**src/rtl/button_pulse_gen.sv**
```systemverilog
// Debounced up/down pushbuttons to single-cycle inc/dec requests,
// with hold-to-repeat and a lockout when both buttons are held.
module button_pulse_gen #(
    parameter int DEBOUNCE_CYCLES = 1000000,
    parameter int REPEAT_DELAY    = 50000000,
    parameter int REPEAT_RATE     = 10000000
) (
    input  logic clk,
    input  logic reset,
    input  logic btn_up,
    input  logic btn_dn,
    output logic inc,
    output logic dec,
    output logic up_level,
    output logic dn_level
);

    localparam int MAX_AB = (DEBOUNCE_CYCLES > REPEAT_DELAY) ?
                            DEBOUNCE_CYCLES : REPEAT_DELAY;
    localparam int MAX_P  = (MAX_AB > REPEAT_RATE) ? MAX_AB : REPEAT_RATE;
    localparam int W      = $clog2(MAX_P);

    localparam logic [W-1:0] DB_LAST = W'(DEBOUNCE_CYCLES - 1);
    localparam logic [W-1:0] RD_LAST = W'(REPEAT_DELAY - 1);
    localparam logic [W-1:0] RR_LAST = W'(REPEAT_RATE - 1);

    typedef enum logic [2:0] {
        IDLE, HOLD_UP, RPT_UP, HOLD_DN, RPT_DN, LOCK
    } state_t;

    // bit 0 = up channel, bit 1 = down channel
    logic [1:0]        sync1;
    logic [1:0]        sync2;
    logic [1:0]        lvl;
    logic [1:0][W-1:0] db_cnt;

    always_ff @(posedge clk or posedge reset) begin
        if (reset) begin
            sync1  <= '0;
            sync2  <= '0;
            lvl    <= '0;
            db_cnt <= '0;
        end else begin
            sync1 <= {btn_dn, btn_up};
            sync2 <= sync1;
            for (int i = 0; i < 2; i++) begin
                if (sync2[i] == lvl[i]) begin
                    db_cnt[i] <= '0;
                end else if (db_cnt[i] == DB_LAST) begin
                    lvl[i]    <= sync2[i];
                    db_cnt[i] <= '0;
                end else begin
                    db_cnt[i] <= db_cnt[i] + W'(1);
                end
            end
        end
    end

    assign up_level = lvl[0];
    assign dn_level = lvl[1];

    state_t         state;
    state_t         state_nxt;
    logic [W-1:0]   timer;
    logic [W-1:0]   timer_nxt;
    logic           inc_nxt;
    logic           dec_nxt;

    always_ff @(posedge clk or posedge reset) begin
        if (reset) begin
            state <= IDLE;
            timer <= '0;
            inc   <= 1'b0;
            dec   <= 1'b0;
        end else begin
            state <= state_nxt;
            timer <= timer_nxt;
            inc   <= inc_nxt;
            dec   <= dec_nxt;
        end
    end

    // Release beats opposite press; both beat the repeat timer.
    always_comb begin
        state_nxt = state;
        timer_nxt = timer;
        inc_nxt   = 1'b0;
        dec_nxt   = 1'b0;
        unique case (state)
            IDLE: begin
                timer_nxt = '0;
                if (up_level && dn_level) begin
                    state_nxt = LOCK;
                end else if (up_level) begin
                    state_nxt = HOLD_UP;
                    inc_nxt   = 1'b1;
                end else if (dn_level) begin
                    state_nxt = HOLD_DN;
                    dec_nxt   = 1'b1;
                end
            end
            HOLD_UP, RPT_UP: begin
                if (!up_level) begin
                    state_nxt = IDLE;
                    timer_nxt = '0;
                end else if (dn_level) begin
                    state_nxt = LOCK;
                    timer_nxt = '0;
                end else if (timer == ((state == HOLD_UP) ? RD_LAST : RR_LAST)) begin
                    state_nxt = RPT_UP;
                    inc_nxt   = 1'b1;
                    timer_nxt = '0;
                end else begin
                    timer_nxt = timer + W'(1);
                end
            end
            HOLD_DN, RPT_DN: begin
                if (!dn_level) begin
                    state_nxt = IDLE;
                    timer_nxt = '0;
                end else if (up_level) begin
                    state_nxt = LOCK;
                    timer_nxt = '0;
                end else if (timer == ((state == HOLD_DN) ? RD_LAST : RR_LAST)) begin
                    state_nxt = RPT_DN;
                    dec_nxt   = 1'b1;
                    timer_nxt = '0;
                end else begin
                    timer_nxt = timer + W'(1);
                end
            end
            LOCK: begin
                timer_nxt = '0;
                if (!up_level && !dn_level) begin
                    state_nxt = IDLE;
                end
            end
            default: begin
                state_nxt = IDLE;
                timer_nxt = '0;
            end
        endcase
    end

endmodule

```
**config.mk**
```make
export PLATFORM = sky130hd
export DESIGN_NAME = button_pulse_gen
export DESIGN_NICKNAME = d
export VERILOG_FILES = /design/src/rtl/button_pulse_gen.sv
export SDC_FILE = /design/constraint.sdc
export NUM_CORES = 1
export LEC_CHECK = 0
export ABC_CLOCK_PERIOD_IN_PS = 7100
export BUFFER_PORTS_ARGS = -buffer_cell sky130_fd_sc_hd__buf_2
export CORE_ASPECT_RATIO = 0.75
export CORE_MARGIN = 1.5
export CORE_UTILIZATION = 65
export CTS_BUF_LIST = sky130_fd_sc_hd__clkbuf_8
export CTS_CLUSTER_SIZE = 30
export DETAILED_ROUTE_END_ITERATION = 7
export PLACE_DENSITY = 0.83
export SLEW_MARGIN = 20
export SYNTH_ARGS = -nofsm -noshare
export SYNTH_HDL_FRONTEND = slang
export SYNTH_SLANG_ARGS = --single-unit
```
**constraint.sdc**
```tcl
create_clock -name clk -period 7.1 [get_ports clk]
set_input_delay 2.13 -clock clk [delete_from_list [all_inputs] [get_ports clk]]
set_output_delay 2.13 -clock clk [all_outputs]
set_load 0.01 [all_outputs]
```
==> results list, run 1 <==
- The run finished with clean final reports.
- Remaining Overflow, GRT: 0
- Vias post-DR: 3281
- Die Wd: 101 um
- Pwr Total: 925 uW
- Worst slew slack as a fraction of its limit: 53.8%
- Instance count of the mapped netlist: 468
* Number of standard-cell rows in the floorplan: 26
- Count of flip-flops with a built-in enable after synthesis: 0
* Async set-reset flop share out of synthesis: 100%
- The congestion estimate from routability-driven global placement came to 0.837.
- Total leakage power: 0.00199 uW
- In the final routed layout, each cell accounts on average for 15.0 um.
- For met2 alone, demand over resource in global routing was 38.1%.
- Power spread over the standard cell area amounts to 186 mW/mm^2.
- Placeable core region: 0.00690 mm^2
- The initial antenna violation count came to 0.
- At the pin with the least slew margin, the transition time is 0.693 ns.
- The first TritonRoute pass finished after 4 iterations.
- First-pass GRT wire length: 15100 um
* # clock sinks: 89
- The worst setup path is captured at a primary output.
* WS Path Type: reg -> out
- Critical path data required time: 4.97 ns
- TritonCTS built the clock tree.
- Layer with the highest usage: met2
- Family with the most delay on the worst path: flip-flops
- Relative to the synthesized area, the layout overhead comes to 5.97%.
- In the finished design, the share of the clock period the worst path needs comes to 45.2%.
- VDD IR max: 0.103 mV
- Flip-flop and latch count after synthesis: 89
- The largest individual stage delay along the critical path comes from the cell dfrtp_1.
* Leading cell types by count after synthesis: dfrtp_1, nor2_1, xor2_1, nand2_1, xnor2_1
- Met1 usage in global routing: 35.2%
* Top cell type's share of synthesized area: 47.4%
* Vias/cell: 5.72
- In this run, CTS created clock tree buffers numbering 9.
- Area contributors post-synth: dfrtp_1, xor2_1, nor2_1
- Among all flip-flop cells after synthesis, the most frequent one is dfrtp_1.
- Summed over all nets, the half-perimeter wirelength after detailed placement is 5890 um.
* Die area: 0.00775 mm^2
- Number of buffers added on ports: 7
* Number of different library cells in the post-synthesis netlist: 53
- The final layout contains routed wiring with a total length of 8590 um.
* Number of ports placed on the die boundary: 8
- Netlist Area Pre-Place: 0.00470 mm^2
- Crit path buf inv count: 1
- In the final layout, the share of cells above drive strength 1 is 14.5%.
* Maximum Capacitance Violations: 0
* Most frequently used cell type in the post-synthesis netlist: dfrtp_1
- Starting density of the core: 68.1%
- Global routing used 24.7% of the available tracks.
- Maximum fanout count along the critical path: 10
* Delay of the slowest critical-path stage: 0.53 ns
* Slew Limit Fails: 0
* Hold bufs inserted after CTS: 0
- Yosys printed 0 warnings.
- Met3 global-route usage: 5.60%
- The net count of the finished layout is 478.
- The first routing iteration left 155 violations.
* Maximum level of the CTS H-tree: 3
- Number of buffers between clock root and the deepest sink: 2
- After clock tree synthesis, the clock-pin slew on the worst setup and hold paths is 0.08 ns.
* Clock latency on the worst-skew pair: 0.35 ns
* Post-Route Skew: 0.00730 ns
- Library cell used as clock root buffer: clkbuf_8
- Hold WC Path Type: reg -> reg
- Sequential cell area fraction in the yosys report: 47.4%
* Largest net degree at the start of global routing: 58
* Number of failing setup endpoints in the final timing report: 0
- Number of antenna-violating nets in the routed design: 0
- The number of global-route vias before repair came to 3229.
* Final hold vios: 0
* Kind of start point of the critical path: flop
- The average instance in the mapped netlist occupies 10.0 um^2.
- The number of antenna diodes in the final layout is 0.
- The worst path in the final design needs a cycle of 3.21 ns, including I/O delays and setup.
- Mapped Nets: 475
- Achievable clock frequency: 312 MHz
- Data arrival time of the worst path: 1.08 ns
- Number of setup buffers added after CTS: 0
- After clock tree synthesis, the repair step resized 0 gates.
- Of all cell types, the one taking the most synthesized area is dfrtp_1.
- Critical path, cell by cell: buf_2
* Setup repair after global routing missed its margin: no
- Sum of negative setup slack: 0 ns
- Chip height: 76.6 um
- Detailed-route DRC error count: 0
## routing by layer
metal / part of all wire (%) / wire [um] / vias to the layer above
li1: - / - / 1604
met1: 49 / 4220 / 1610
met2: 46 / 3960 / 52
met3: 3.3 / 287 / 15
met4: 1.4 / 118 / 0
met5: 0 / 0 / -
## registers in the layout (all words and copies together), names as in the netlist
signal and cells:
sync1 2, sync2 2, inc 1, state 3
timer 26, lvl 2, dec 1, db_cnt 52
## power by group
part	switching, uW	total (uW)	leakage (uW)	internal [uW]
Combinational	17.3	21.9	0.000644	4.59
Sequential	4.34	515	0.00123	510
Clock	172	388	0.000115	216
## layout make-up
| cell class | instances | area, um^2 |
|---|---|---|
| clock buffer | 11 | 151 |
| clock inverter | 5 | 77.6 |
| fill | 534 | 1920 |
| inverter | 14 | 53.8 |
| multi-input combinational | 349 | 2300 |
| timing repair buffer | 8 | 42.5 |
| sequential | 89 | 2230 |
| tap | 98 | 123 |
## stage by stage
| step | std cells | worst slack (ns) | hold WS, ns | utilization, % | instance area [um^2] |
|---|---|---|---|---|---|
| 6_report | 574 | 3.89 | 0.366 | 72.2 | 4980 |
| 5_1_grt | 574 | 3.86 | 0.386 | 72.2 | 4980 |
| 4_1_cts | 574 | 3.89 | 0.381 | 72.2 | 4980 |
| 3_5_place_dp | 558 | 3.76 | 0.361 | 68.8 | 4750 |
| 3_3_place_gp | 558 | 3.78 | 0.366 | 68.8 | 4750 |
| 2_1_floorplan | 468 | 2.66 | 0.331 | - | 4700 |
## cell usage in the layout (no fill, tap or decap), types with 2 or more instances in the layout
cell type  Yosys  routed
dfrtp_1       89      89
nor2_1        66      66
xor2_1        39      39
nand2_1       33      33
xnor2_1       28      28
nand3_1       26      26
nor2_4        21      21
nand4_1       20      20
inv_1         14      13
a21oi_1       13      13
o21ai_0       13      13
nor3_1        11      11
clkbuf_8       0      11
or3_1          9       9
and3_1         8       8
buf_2          9       7
nor4_1         5       5
nor2_2         4       4
nand3_2        4       4
and4_1         4       4
and2_1         4       4
nand2b_1       3       3
nor4b_1        3       3
clkinv_2       0       3
ha_1           3       3
nor3b_1        2       2
and4b_1        2       2
o211ai_1       2       2
nor3_2         2       2
or2_2          2       2
bufinv_16      0       2
## path summary, 6_finish.rpt
check	end	cells past startpoint	slack (ns)	start
max in group asynchronous	db_cnt[24]	3	4.22	reset
min in group asynchronous	timer[16]	2	1.81	reset
min reg2reg	sync2[0]	0	0.37	sync1[0]
max reg2reg	timer[8]	6	4.84	timer[0]
max	up_level	1	3.89	lvl[0]
min	sync2[0]	0	0.37	sync1[0]
## worst register-to-register path, cell delays in order (launching register included)
cell     delay [ns]
dfrtp_1        0.42
ha_1           0.26
inv_1          0.07
nor2_2         0.15
and4_1         0.38
o221a_4        0.68
nor2_1         0.15
## kinds of logic after synthesis
family	after synthesis	share of synthesized area (%)
fa+ha+maj	3	0.799
simple gates	238	29.9
xor+xnor	67	12.5
mux	2	0.453
buf+inv	30	3.57
compound gates	39	5.41
flops	89	47.4
No activity file was read; power rests on OpenSTA's default activity.
==> run 2: changes to the inputs <==
--- a/config.mk
+++ b/config.mk
@@ -5,7 +5,7 @@
 export SDC_FILE = /design/constraint.sdc
 export NUM_CORES = 1
 export LEC_CHECK = 0
-export ABC_CLOCK_PERIOD_IN_PS = 7100
+export ABC_CLOCK_PERIOD_IN_PS = 3200
 export BUFFER_PORTS_ARGS = -buffer_cell sky130_fd_sc_hd__buf_2
 export CORE_ASPECT_RATIO = 0.75
 export CORE_MARGIN = 1.5
==> constraint.sdc (replaced) <==
create_clock -name clk -period 3.2 [get_ports clk]
set_input_delay 0.96 -clock clk [delete_from_list [all_inputs] [get_ports clk]]
set_output_delay 0.96 -clock clk [all_outputs]
set_load 0.01 [all_outputs]
==> results list, run 2 (synthesized netlist as in run 1, its figures left out) <==
* Critical path, cell by cell: ha_1 -> inv_1 -> nor2_2 -> and4_1 -> o221a_4 -> nor2_1
* Hold Crit Depth: 0
* Clock tree from TritonCTS: done
* Maximum Capacitance Violations: 0
- Die area: 0.00775 mm^2
- Post-cts resize count: 0
* Hold bufs inserted after CTS: 0
- Die Wd: 101 um
- Global routing usage on met2: 38.9%
* Drt pass-1 iters: 4
* Result of the run: completed
* VDD IR max: 0.246 mV
- More flip-flops sit in one register than any other, and that register is db_cnt.
- Clock-pin slew on the worst setup and hold paths: 0.09 ns
- The slowest stage of the critical path is the o221a_4 cell.
- Net count of the finished layout: 479
* Final min period: 2.18 ns
- Delay of the slowest critical-path stage: 0.69 ns
- CTS built an H-tree with a depth of 3.
- The post-route netlist has 14.3% of its cells at a drive strength greater than 1.
- The wire-length estimate of the detail-placed layout is 6050 um.
* CP Depth: 6
* Data arrival time of the worst path: 2.40 ns
* Syn-to-layout area delta: 5.27%
- The worst hold path belongs to the class reg -> reg.
- Vias post-DR: 3293
* Chip height: 76.6 um
* Drt initial violations: 167
* Sum of negative setup slack: 0 ns
* Kind of start point of the critical path: flop
* Leading cell type in the layout, fill and taps excluded: dfrtp_1
- Among cell families on the critical path, the largest total delay comes from compound AO/OA/AOI/OAI gates.
* Crit path buf inv count: 1
- The initial antenna violation count is 0.
- 0 antenna diodes ended up in the layout.
- The count of endpoints failing hold in the final timing report came to 0.
- Kind of capture point of the worst setup path: flop
- During I/O placement, the number of pins put on the boundary was 8.
- Post-Route Utilization: 71.7%
* Pin slew with the least headroom to its limit: 0.692 ns
- Number of failing setup endpoints in the final timing report: 0
- Routability-driven placement congestion ratio: 0.846
- For this run, design rule violations remaining after detail routing come to 0.
- # clock sinks: 89
- Top flop regs: db_cnt: 52 flops, timer: 26 flops, state: 3 flops
- Slew Limit Fails: 0
- Critical path data required time: 3.42 ns
* Vias/cell: 5.73
- Met1 usage in global routing: 33.6%
* Number of antenna-violating nets in the routed design: 0
- Post-Route Skew: 0.00934 ns
- FF-to-FF path depth: 6
- Worst slew slack as a fraction of its limit: 53.9%
* Worst hold margin: 0.369 ns
* Number of global-route vias before repair: 3350
* Starting density of the core: 68.1%
- During placement, the flow inserted port buffers numbering 7.
- Total leakage power: 0.00197 uW
- Clock latency on the worst-skew pair: 0.36 ns
* Reg-to-reg setup timing slack: 1.02 ns
- WS Path Type: reg -> reg
- GRT Resource Usage Total: 24.7%
- Once placement completed, the tool counted placed cells totaling 559.
- Entering global routing, the biggest net connects 33 pins.
* Cell Pwr Density: 382 mW/mm^2
- The worst hold path begins at sync1[0].
* Avg WL per Cell: 15.0 um
* Achievable clock frequency: 458 MHz
- The number of clock buffers added by TritonCTS is 9.
- Setup repair after global routing missed its margin: no
* Leading cell types in the layout, fill and taps excluded: dfrtp_1, nor2_1, xor2_1
- Hold endpoint: sync2[0]
* Count of non-filler cells in the finished layout: 575
- Reg2reg end: timer[12]
* First-pass GRT wire length: 15200 um
* Maximum fanout count along the critical path: 25
- Library cell used as clock root buffer: clkbuf_8
- Number of setup buffers added after CTS: 0
- Final design area excluding fillers: 0.00494 mm^2
- The layer flagged by global routing as most heavily used is met2.
- The core region is 0.00690 mm^2.
* Cell area after placement: 0.00477 mm^2
- The worst register-to-register path begins at timer[0].
- Total wire length: 8620 um
* Remaining Overflow, GRT: 0
- Number of standard-cell rows in the floorplan: 26
- The register with the most flip-flops in the layout has 52 of them.
- Global routing used 6.51% of the available met3 tracks.
- The final critical path takes up 68.2% of the cycle.
- The clock passes through at most 2 buffers.
==> run 2: cell count changes in the layout (fill, tap and decap cells not counted) <==
cell | previous run | this run
clkinv_4 | 0 | 1
clkbuf_8 | 11 | 10
clkinv_2 | 3 | 1
inv_1 | 13 | 15
buf_12 | 0 | 1
bufinv_16 | 2 | 0
clkinvlp_4 | 1 | 3
==> run 2: area by class of cell <==
| class | instances | area [um^2] |
|---|---|---|
| clock buffers | 10 | 138 |
| repair buffers | 9 | 62.6 |
| inverters | 14 | 56.3 |
| well taps | 98 | 123 |
| fillers | 516 | 1950 |
| clock inverters | 6 | 36.3 |
| multi-input cells | 349 | 2300 |
| flip-flops and latches | 89 | 2230 |
==> run 2: metal layers <==
| metal | vias up | share of wire (%) |
|---|---|---|
| met1 | 1621 | 48 |
| met5 | - | 0 |
| li1 | 1607 | - |
| met2 | 54 | 48 |
| met4 | 0 | 0.88 |
| met3 | 11 | 3.7 |
==> run 2: how the worst max path moves through the flow <==
stage	slack (ns)	end	start
floorplan	1.20	db_cnt[0]	reset
finish	1.02	timer[12]	timer[0]
global placement	1.10	timer[12]	timer[0]
CTS	1.01	timer[12]	timer[0]
global route	0.83	timer[12]	timer[0]
detailed placement	1.02	timer[12]	timer[0]
==> run 2: report_power, final <==
group / internal, uW / switching [uW] / total [uW] / leakage (uW)
Sequential: 1130 / 8.31 / 1140 / 0.00123
Combinational: 12.9 / 39.3 / 52.3 / 0.000649
Clock: 298 / 396 / 694 / 0.0000909
Total: 1440 / 444 / 1890 / 0.00197
==> run 2: stage by stage <==
stage,worst slack (ns),total power (uW)
finish,1.02,1890
global route,0.830,1960
CTS,1.01,1910
detailed placement,1.02,1220
global placement,1.10,1220
floorplan,1.20,1200
==> run 3: changes to the inputs <==
--- a/config.mk
+++ b/config.mk
@@ -5,15 +5,15 @@
 export SDC_FILE = /design/constraint.sdc
 export NUM_CORES = 1
 export LEC_CHECK = 0
-export ABC_CLOCK_PERIOD_IN_PS = 3200
+export ABC_CLOCK_PERIOD_IN_PS = 1800
 export BUFFER_PORTS_ARGS = -buffer_cell sky130_fd_sc_hd__buf_2
 export CORE_ASPECT_RATIO = 0.75
 export CORE_MARGIN = 1.5
-export CORE_UTILIZATION = 65
+export CORE_UTILIZATION = 59
 export CTS_BUF_LIST = sky130_fd_sc_hd__clkbuf_8
 export CTS_CLUSTER_SIZE = 30
 export DETAILED_ROUTE_END_ITERATION = 7
-export PLACE_DENSITY = 0.83
+export PLACE_DENSITY = 0.79
 export SLEW_MARGIN = 20
 export SYNTH_ARGS = -nofsm -noshare
 export SYNTH_HDL_FRONTEND = slang
==> constraint.sdc (replaced) <==
create_clock -name clk -period 1.8 [get_ports clk]
set_input_delay 0.54 -clock clk [delete_from_list [all_inputs] [get_ports clk]]
set_output_delay 0.54 -clock clk [all_outputs]
set_load 0.01 [all_outputs]
==> results list, run 3 (synthesized netlist as in run 1, its figures left out) <==
- Result of the run: finished, violations left
* Violations in the final reports: setup timing
- Across all setup checks in the final design, the least slack found is -0.0453 ns.
- Placeable core region: 0.00753 mm^2
- Number of standard-cell rows in the floorplan: 27
- Drt pass-1 iters: 4
- Setup violations remaining at the end of the flow were counted as 4.
- Static timing analysis puts the maximum clock frequency at 542 MHz.
- The worst setup path is launched from a flop.
- Library cell used as clock root buffer: clkbuf_8
- Cell with the largest stage delay on the worst path: dfrtp_2
- The die is 80.3 um tall.
- Die area: 0.00851 mm^2
* Combinational cell fraction of total power: 3.6%
- Starting density of the core: 62.3%
- After detailed routing, the number of vias per cell comes to 5.66.
- Register share of total power: 57.7%
- VDD sags by at most 0.475 mV.
* Total wire length: 9850 um
* Share of layout cells above drive strength 1: 26.1%
- Relative to the synthesized area, the layout overhead comes to 17.1%.
* Delay of the slowest critical-path stage: 0.43 ns
- The final number of max-transition violations came to 0.
- Once detail routing completed, the nets flagged for antenna violations numbered 0.
- Number of buffers added on ports: 7
- After layout, the minimum clock period comes to 1.85 ns.
* Worst slew slack as a fraction of its limit: 72.6%
- The library cell used most frequently in the layout, excluding fill and tap cells, is dfrtp_1.
* Vias post-DR: 3529
- Setup repair after global routing missed its margin: yes
* Net count of the finished layout: 525
* Sum of negative setup slack: -0.0818 ns
* Area of combinational cells with multiple inputs: 0.00240 mm^2
- Global routing finished with a remaining overflow of 0.
- Layer with the highest usage: met2
* Critical path, cell by cell: nor4_4 -> nand2_1 -> o211ai_1 -> o221ai_2 -> o31a_1 -> o21ai_2
- Maximum Capacitance Violations: 0
* Cell Pwr Density: 639 mW/mm^2
- Final hold vios: 0
- Global routing usage on met2: 39.6%
* Top flop regs: db_cnt: 52 flops, timer: 26 flops, state: 3 flops
- TritonCTS created 9 clock buffers.
* Proportion of total power due to net switching: 21.4%
- First-pass GRT wire length: 16500 um
- The initial antenna violation count came to 0.
- Switching power: 753 uW
- In the routed design, unresolved DRC markers number 0.
* Total internal power: 2760 uW
* Fill cell instance count of the final layout: 502
- In this run the horizontal extent of the chip is 106 um.
* Clock share of power: 38.7%
* WS Path Type: reg -> reg
- Met1 usage in global routing: 33.1%
* Final worst path period share: 103%
* Largest net degree at the start of global routing: 45
* Pin slew with the least headroom to its limit: 0.410 ns
- Storage element area: 0.00223 mm^2
* Number of buffers between clock root and the deepest sink: 2
- Cell area after placement: 0.00514 mm^2
* Drt initial violations: 208
* Antenna cells: 0
- Register ranked first by flip-flop count: db_cnt
* Maximum level of the CTS H-tree: 3
* Number of flip-flops under the largest register name: 52
- Measured on the finished design, the core utilization comes to 73.0%.
- Sum of net half-perimeters after detailed placement: 6670 um
- After detailed routing, the average wire length per cell comes to 15.8 um.
- Clock-pin slew on the worst setup and hold paths: 0.08 ns
- Routability-driven placement congestion ratio: 0.823
* # clock sinks: 89
* Data arrival time of the worst path: 2.13 ns
* Kind of capture point of the worst setup path: flop
- Summed over all cells, the static leakage comes to 0.00230 uW.
* Final design area excluding fillers: 0.00550 mm^2
- In the global route stage, met3 resource usage came out at 5.28%.
* GRT Resource Usage Total: 24.5%
- The number of global-route vias before repair was 3590.
- Clock latency on the worst-skew pair, taken at its later pin, is 0.35 ns.
- In this run the worst path has a maximum fanout of 6.
- The min-delay analysis places its worst path in the category in -> async.
* Number of ports placed on the die boundary: 8
* Post-Route Skew: 0.00592 ns
* Clock tree from TritonCTS: done
* Leading cell types in the layout, fill and taps excluded: dfrtp_1, nor2_1, buf_4
- STA puts the critical path data required time at 2.08 ns.
-- run 3: cell types whose count changed in the layout (fill, tap and decap cells not counted), moves of 4 or more --
cell / change
buf_12: +6
buf_4: +40
dfrtp_2: +5
dfrtp_1: -5
nor3_1: -4
-- run 3: per-stage QoR --
step,setup slack (ns),cells,hold WS [ns],power (uW)
floorplan,0.0560,468,0.331,2130
global placement,0.0862,601,0.368,2190
detailed placement,-0.0383,601,0.369,2190
CTS,-0.0136,616,0.175,3540
global route,-0.153,623,0.194,3650
finish,-0.0453,623,0.181,3510
-- run 3: worst paths after layout --
kind	from	end	slack, ns	cells past startpoint
worst max-delay path	timer[22]	state[2]	-0.05	6
worst min register to register	sync1[0]	sync2[0]	0.39	0
min in group clk	btn_dn	sync1[1]	0.29	1
worst max register to register	timer[22]	state[2]	-0.05	6
worst min-delay path	reset	db_cnt[29]	0.18	2
max in group asynchronous	reset	timer[22]	1.05	3
-- run 3: power by group through the flow --
stage / registers (uW) / clock network [uW] / logic (uW)
2_1_floorplan: 2060 / 0 / 69.5
3_3_place_gp: 2070 / 0 / 122
3_5_place_dp: 2070 / 0 / 125
4_1_cts: 2030 / 1390 / 125
5_1_grt: 2030 / 1480 / 141
6_report: 2030 / 1360 / 125
-- run 3: what timing repair did --
action / CTS / global route
setup endpoints to repair: 2 / 81
resized for setup: 2 / 25
buffers inserted: 0 / 7
hold buffers: 0 / 0
pin swaps: 0 / 5
-- run 3: final cells by class --
class	count	share of cell area (%)
Clock buffer	11	2.75
Tap cell	101	2.30
Clock inverter	4	0.796
Inverter	14	1.02
Timing Repair Buffer	55	8.78
Sequential cell	89	40.6
Multi-Input combinational cell	349	43.7
-- run 3: metal layers --
layer / part of all wire (%) / up-vias
li1: - / 1700
met1: 46 / 1757
met2: 49 / 62
met3: 3.3 / 10
met4: 1.0 / 0
met5: 0 / -
-- run 3: critical path: cells and delay by family, from the launching register on --
| kind | cells | cell delay [ns] |
|---|---|---|
| DFF | 1 | 0.43 |
| and+or+nand+nor | 2 | 0.41 |
| AOI/OAI and AO/OA | 4 | 0.95 |
